$ cat src/rtl/dmem_port_arbiter.sv
// dmem_port_arbiter
// Shares the single-port data RAM between the CPU data-memory port and the
// VGA sprite/score fetch path. The CPU always owns the port when it asks for
// it and sees no added latency. VGA reads are parked in a one-entry buffer
// and slotted into cycles where the CPU leaves the port idle.
module dmem_port_arbiter #(
    parameter int ADDR_W       = 12,
    parameter int DATA_W       = 32,
    parameter int STARVE_LIMIT = 64
) (
    input  logic              clock,
    input  logic              reset,

    input  logic              cpu_wren,
    input  logic              cpu_rden,
    input  logic [ADDR_W-1:0] cpu_addr,
    input  logic [DATA_W-1:0] cpu_data,
    output logic [DATA_W-1:0] cpu_q,

    input  logic              vga_req,
    input  logic [ADDR_W-1:0] vga_addr,
    output logic              vga_gnt,
    output logic              vga_valid,
    output logic [DATA_W-1:0] vga_q,
    output logic              vga_starve,

    output logic              ram_wen,
    output logic [ADDR_W-1:0] ram_addr,
    output logic [DATA_W-1:0] ram_din,
    input  logic [DATA_W-1:0] ram_dout
);

    // Counter must be able to hold STARVE_LIMIT itself, where it saturates.
    localparam int CNT_W = $clog2(STARVE_LIMIT + 1);
    localparam logic [CNT_W-1:0] WAIT_MAX = CNT_W'(STARVE_LIMIT);

    localparam logic [0:0] ST_IDLE = 1'b0;
    localparam logic [0:0] ST_PEND = 1'b1;

    logic [0:0]        state;
    logic [ADDR_W-1:0] pend_addr;
    logic              svc_d1;
    logic [CNT_W-1:0]  wait_cnt;
    logic [CNT_W-1:0]  wait_inc;
    logic              starve_q;

    logic cpu_access;
    logic vga_accept;
    logic vga_service;
    logic vga_blocked;

    // A simultaneous write and read strobe is handled as a write, so only
    // the OR of the two decides port ownership.
    assign cpu_access  = cpu_wren | cpu_rden;
    assign vga_gnt     = (state == ST_IDLE);
    assign vga_accept  = vga_req & vga_gnt;
    assign vga_service = (state == ST_PEND) & ~cpu_access;
    assign vga_blocked = (state == ST_PEND) & cpu_access;
    assign wait_inc    = wait_cnt + CNT_W'(1);

    // Both readers see the raw RAM output; each qualifies it with its own timing.
    assign cpu_q      = ram_dout;
    assign vga_q      = ram_dout;
    assign vga_valid  = svc_d1;
    assign vga_starve = starve_q;

    // RAM port steering: CPU first, then the parked VGA read, else park at zero.
    always_comb begin
        ram_wen  = 1'b0;
        ram_addr = '0;
        ram_din  = '0;
        if (cpu_access) begin
            ram_wen  = cpu_wren;
            ram_addr = cpu_addr;
            ram_din  = cpu_data;
        end else if (vga_service) begin
            ram_addr = pend_addr;
        end
    end

    // Pending-buffer control: capture on accept, release on service.
    // Accept only happens from IDLE and service only from PEND, so a request
    // can never be accepted and serviced in the same cycle.
    always_ff @(posedge clock or posedge reset) begin
        if (reset) begin
            state     <= ST_IDLE;
            pend_addr <= '0;
        end else begin
            case (state)
                ST_IDLE: begin
                    if (vga_accept) begin
                        state     <= ST_PEND;
                        pend_addr <= vga_addr;
                    end
                end
                ST_PEND: begin
                    if (vga_service) begin
                        state <= ST_IDLE;
                    end
                end
                default: begin
                    state <= ST_IDLE;
                end
            endcase
        end
    end

    // Read-return flag: the RAM answers one cycle after a service cycle.
    // Reset clears it so an in-flight read never produces a valid pulse.
    always_ff @(posedge clock or posedge reset) begin
        if (reset) begin
            svc_d1 <= 1'b0;
        end else begin
            svc_d1 <= vga_service;
        end
    end

    // Starvation tracking: count consecutive CPU-blocked cycles while a VGA
    // read is parked; the flag latches when the count first hits the limit
    // and only reset clears it.
    always_ff @(posedge clock or posedge reset) begin
        if (reset) begin
            wait_cnt <= '0;
            starve_q <= 1'b0;
        end else begin
            if (vga_service) begin
                wait_cnt <= '0;
            end else if (vga_blocked && (wait_cnt != WAIT_MAX)) begin
                wait_cnt <= wait_inc;
                if (wait_inc == WAIT_MAX) begin
                    starve_q <= 1'b1;
                end
            end
        end
    end

endmodule

$ cat config.mk
export PLATFORM = sky130hd
export DESIGN_NAME = dmem_port_arbiter
export DESIGN_NICKNAME = d
export VERILOG_FILES = /design/src/rtl/dmem_port_arbiter.sv
export SDC_FILE = /design/constraint.sdc
export NUM_CORES = 1
export LEC_CHECK = 0
export BUFFER_PORTS_ARGS = -buffer_cell sky130_fd_sc_hd__buf_4
export CELL_PAD_IN_SITES_DETAIL_PLACEMENT = 0
export CELL_PAD_IN_SITES_GLOBAL_PLACEMENT = 1
export CORE_MARGIN = 3
export CORE_UTILIZATION = 24
export CTS_BUF_LIST = sky130_fd_sc_hd__clkbuf_4
export DETAILED_ROUTE_END_ITERATION = 8
export GPL_TIMING_DRIVEN = 0
export PLACE_DENSITY = 0.86
export SYNTH_ARGS = -nofsm -noshare
export SYNTH_HDL_FRONTEND = slang
export SYNTH_SLANG_ARGS = --single-unit
$ cat constraint.sdc
create_clock -name clock -period 3.8 [get_ports clock]
set_input_delay 0.38 -clock clock [delete_from_list [all_inputs] [get_ports clock]]
set_output_delay 0.38 -clock clock [all_outputs]
set_load 0.02 [all_outputs]
# Word level (Yosys, flattened, before mapping)
# Index checks and enable logic that the tools add are counted.
classes:
  n_bitwise: 7
  addsub: 1
  n_mux: 9
  n_reduce_logical: 4
  eq_ne: 2
ops:
  columns: ["cell", "n"]
  rows:
  - ["32-bit 2-to-1 mux", 1]
  - ["12-bit 2-to-1 mux", 2]
  - ["7-bit 2-to-1 mux", 2]
  - ["7-bit by 1-bit adder with 7-bit output, second input constant", 1]
  - ["7-bit equality test, second input constant", 1]
  - ["7-bit inequality test, second input constant", 1]
  - ["1-bit bitwise AND", 3]
  - ["1-bit 2-to-1 mux", 3]
  - ["1-bit inverter", 3]
  - ["3-bit AND reduction", 1]
  - ["1-bit case mux with 2 select lines", 1]
  - ["2-bit AND reduction", 1]
  - ["2-bit nonzero test", 1]
  - ["1-bit logical AND", 1]
  - ["1-bit OR", 1]
word_totals:
  inputBits: 93
  reg_bits: 22

# Longest topological paths before layout
depth:
  word_depth: 5
  mapped_depth: 7
  depth_no_buf: 6

# Worst setup path after synthesis
# OpenSTA, ideal clock, no wires.
synth_path:
  path_kind: "flip-flop to flip-flop"
  startpoint: "reg wait_cnt[3]"
  endpoint: "reg wait_cnt[3]"
  path_buffers: 1
  arrival_time_ps: 1560
  required_ps: 3676
  slack_ps: 2116
  period_less_slack_ps: 1684
  path_stages_with_launch: 6
  path_cell_list: "dfrtp_1 -> or3_4 -> o311ai_4 -> buf_6 -> nor2_2 -> a211o_1"
synth_via:
  elab_chain_cells: 3
  elab_cells_between_ends: 6
  classes_between: "add/sub (1); eq/ne (1); mux (2); reduce/logical (2)"
synth_lines:
  columns: ["element", "line", "source"]
  rows:
  - ["start, declared", "43", "logic [CNT_W-1:0] wait_cnt;"]
  - ["start signal, assigned", "129", "wait_cnt <= wait_inc;"]
  - ["7-bit by 1-bit adder with 7-bit output or 7-bit inequality test (tied branches)", "59, 128", null]
  - ["7-bit 2-to-1 mux or 1-bit logical AND (tied branches)", "128", "end else if (vga_blocked && (wait_cnt != WAIT_MAX)) begin"]
  - ["7-bit 2-to-1 mux or 2-bit nonzero test (tied branches)", null, null]
# Parallel ways exist; a longest one is shown, timed or not. The select of a mux whose other input is x is not followed.
# A chain may end at the register's enable or synchronous reset.

# Worst setup path in the final report
layout_path:
  startpoint: "reg state"
  endpoint: "out ram_addr[2]"
layout_via:
  elab_chain_cells: 3
layout_lines:
  columns: ["element", "line", "source"]
  rows:
  - ["start, declared", "40", "logic [0:0] state;"]
  - ["start signal, assigned", "86", "state <= ST_IDLE;"]
  - ["start signal, assigned", "92", "state <= ST_PEND;"]
  - ["start signal, assigned", "98", "state <= ST_IDLE;"]
  - ["1-bit bitwise AND", "57", "assign vga_service = (state == ST_PEND) & ~cpu_access;"]
  - ["12-bit 2-to-1 mux", "76", "end else if (vga_service) begin"]
  - ["12-bit 2-to-1 mux", "72", "if (cpu_access) begin"]
  - ["end, declared", "28", "output logic [ADDR_W-1:0] ram_addr,"]
# No other way between the ends.

==> reports/metrics.yaml <==
synthToLayoutAreaGrowth_pct: 76.1
dieWidth_um: 94.8
synth.cell_area_um2: 1890
worstMarginPinSlew_ps: 861
instances_no_fill: 502
ant_nets: 0
worst-path-buf-inv: 3
fp.dieH_um: 94.8
fin_nets: 500
final-max-slew-violation-count: 0
dp_cells: 498
p_leak_nw: 1.84
fin_crit_sh_pct: 58.9
syn_avg_cell_area_um2: 8.34
peakVddDrop_mv: 0.216
ys_seq_area_share_pct: 29.1
io_pins: 205
antenna_found_initial: 0
post_cts_buffers: 0
grt_usage_pct: 12.4
grt_pass1_vias: 1923
finalSetupViolCount: 0
via_per_inst: 4.02
drt_iter0_drc: 28
crit_family: "buffers and inverters"
syn-num-nets: 323
die-area_um2: 8990
cts_hold_buffers: 0
cp_slowest_stage_delay_ps: 450
num_rows: 31
crit_path_end_kind: "output port"
drc_errors: 0
place_area_um2: 3310
path_common_cell: "clkbuf_1"
hp-class: "in -> async"
crit_required_ps: 3420
clock_path_buffers: 2
path_class: "reg -> out"
grt_pass1_wl_um: 9080
clk_latency_ps: 300
overflow: 0
cts_made_buffers: 3
yosys_warnings: 0
synth_cell_types: 31
design_area_um2: 3330
postRouteWirelength_um: 6450
critPathMaxFanout: 10
ctsResizeCount: 0
critPathLaunchType: "flip-flop"
n_antenna_cell: 0
drv_cap: 0
drive_gt1_share_pct: 64.0
fin_crit_ps: 2240
grt_start_max_net_pins: 23
first_pass_iters: 4
max_freq_mhz: 447
p_per_area_nw_per_um2: 310
max-slew-margin-rel_pct: 42.5
portBuffers: 172
fillers: 771
cp.arrival_ps: 1860
grt_setup_unrepaired: "false"
syn_inst: 227
htreeDepth: 1
p_total_mw: 1.03
synth_seq_cells: 22
cts_tree: "yes"
cp_cell_sequence: "clkbuf_1 > clkbuf_1 > nand3_1 > nand2_1 > buf_4"
dp_hpwl_um: 5530
worst_clock_skew_ps: 1.16
final-hold-violation-count: 0
path_clk_slew_ps: 120
clock_tree.root_cell: "clkbuf_4"
gp_congestion: 0.758
outcome: "finished clean"
core_um2: 7450
cpMaxStageDelayCell: "clkbuf_1"
finalSetupTns_ps: 0
vias: 2016
initial_utilization_pct: 25.4
cts_sinks: 22
avgRoutedWirePerCell_um: 12.8
## area by class of cell
cell class	instances	area (um^2)	share of cell area, %
Buffer	75	531	15.9
Clock buffer	3	22.5	0.675
Clock inverter	1	3.75	0.113
Inverter	7	26.3	0.788
Multi-Input combinational cell	123	786	23.6
Sequential cell	22	551	16.5
Tap cell	99	124	3.71
Timing Repair Buffer	172	1290	38.7
## registers in the layout, summed over array words and instances, names as in the netlist
register,count
wait_cnt,7
vga_starve,1
vga_valid,1
pend_addr,12
state,1
## routing by layer
| layer | vias up | share of wire, % | GRT usage (%) |
|---|---|---|---|
| met5 | - | 0 | 0 |
| met4 | 0 | 0.22 | 1.44 |
| met3 | 2 | 11 | 2.71 |
| met2 | 96 | 57 | 25.8 |
| met1 | 907 | 32 | 12.7 |
| li1 | 1011 | - | - |
## synth_stat cells
cell type | count | area [um^2]
a211o_1 | 2 | 17.5
a21o_1 | 1 | 7.51
a21oi_1 | 1 | 5.00
a22o_1 | 1 | 8.76
a41o_1 | 1 | 10.0
and2_1 | 33 | 206
buf_2 | 1 | 5.00
buf_4 | 64 | 480
buf_6 | 1 | 11.3
clkbuf_1 | 9 | 33.8
dfrtp_1 | 22 | 551
ha_1 | 3 | 37.5
inv_1 | 7 | 26.3
mux2_2 | 12 | 135
nand2_1 | 31 | 116
nand3_1 | 17 | 85.1
nand4_1 | 1 | 6.26
nor2_1 | 3 | 11.3
nor2_2 | 1 | 6.26
nor2b_1 | 1 | 6.26
nor3_1 | 1 | 5.00
nor3b_1 | 2 | 15.0
o211ai_1 | 1 | 7.51
o21ai_0 | 3 | 15.0
o22ai_1 | 1 | 6.26
o311ai_4 | 1 | 26.3
or2_2 | 1 | 6.26
or3_2 | 1 | 7.51
or3_4 | 1 | 11.3
xnor2_1 | 1 | 8.76
xor2_1 | 2 | 17.5
## final timing paths
kind,start,to,slack [ps],cells past startpoint
worst max-delay path,state$_DFF_PP0_,ram_addr[2],1560,5
worst min-delay path,reset,vga_valid$_DFF_PP0_,250,2
worst max register to register,wait_cnt[3]$_DFFE_PP0P_,wait_cnt[3]$_DFFE_PP0P_,1980,5
worst min register to register,vga_starve$_DFFE_PP0P_,vga_starve$_DFFE_PP0P_,490,1
max in group asynchronous,reset,pend_addr[3]$_DFFE_PP0P_,3030,2
min in group clock,vga_addr[9],pend_addr[9]$_DFFE_PP0P_,300,2
## worst reg2reg max path, cell delays in order, from the launching register on
cell and delay [ps]:
dfrtp_1 460, or3_4 430, o311ai_4 380, buf_6 190, nor2_2 40, a211o_1 210
## cell usage in the layout, fill, tap and decap left out
master    synthesis  routed
a211o_1           2       2
a21o_1            1       1
a21oi_1           1       1
a22o_1            1       1
a41o_1            1       1
and2_1           33      33
buf_2             1       1
buf_4            64     236
buf_6             1       1
clkbuf_1          9       9
clkbuf_4          0       3
clkinv_1          0       1
dfrtp_1          22      22
ha_1              3       3
inv_1             7       7
mux2_2           12      12
nand2_1          31      31
nand3_1          17      17
nand4_1           1       1
nor2_1            3       3
nor2_2            1       1
nor2b_1           1       1
nor3_1            1       1
nor3b_1           2       2
o211ai_1          1       1
o21ai_0           3       3
o22ai_1           1       1
o311ai_4          1       1
or2_2             1       1
or3_2             1       1
or3_4             1       1
xnor2_1           1       1
xor2_1            2       2
## kinds of logic (layout without fill, tap and decap cells)
family / after synthesis / after routing / synth area share, %
AO/OA/AOI/OAI: 12 / 12 / 5.49
multiplexers: 12 / 12 / 7.14
AND/OR/NAND/NOR: 93 / 93 / 25.5
XOR/XNOR: 3 / 3 / 1.39
flip-flops: 22 / 22 / 29.1
adder cells (fa/ha/maj): 3 / 3 / 1.98
buffers and inverters: 82 / 258 / 29.4
## power breakdown
part	switching [mW]	leakage, nW	internal (mW)	total, mW
sequential	0.0608	0.272	0.304	0.365
combinational	0.267	1.55	0.291	0.558
clock	0.0707	0.0154	0.0382	0.109
total	0.399	1.84	0.633	1.03
## metrics by stage
step | setup WS [ps] | util [%] | hold WS, ps
floorplan | 2120 | - | 369
global placement | 1610 | 44.4 | 469
detailed placement | 1600 | 44.4 | 468
CTS | 1540 | 44.8 | 268
global route | 1390 | 44.8 | 278
finish | 1560 | 44.8 | 246
Note: power is estimated with default switching activity, not from simulation.
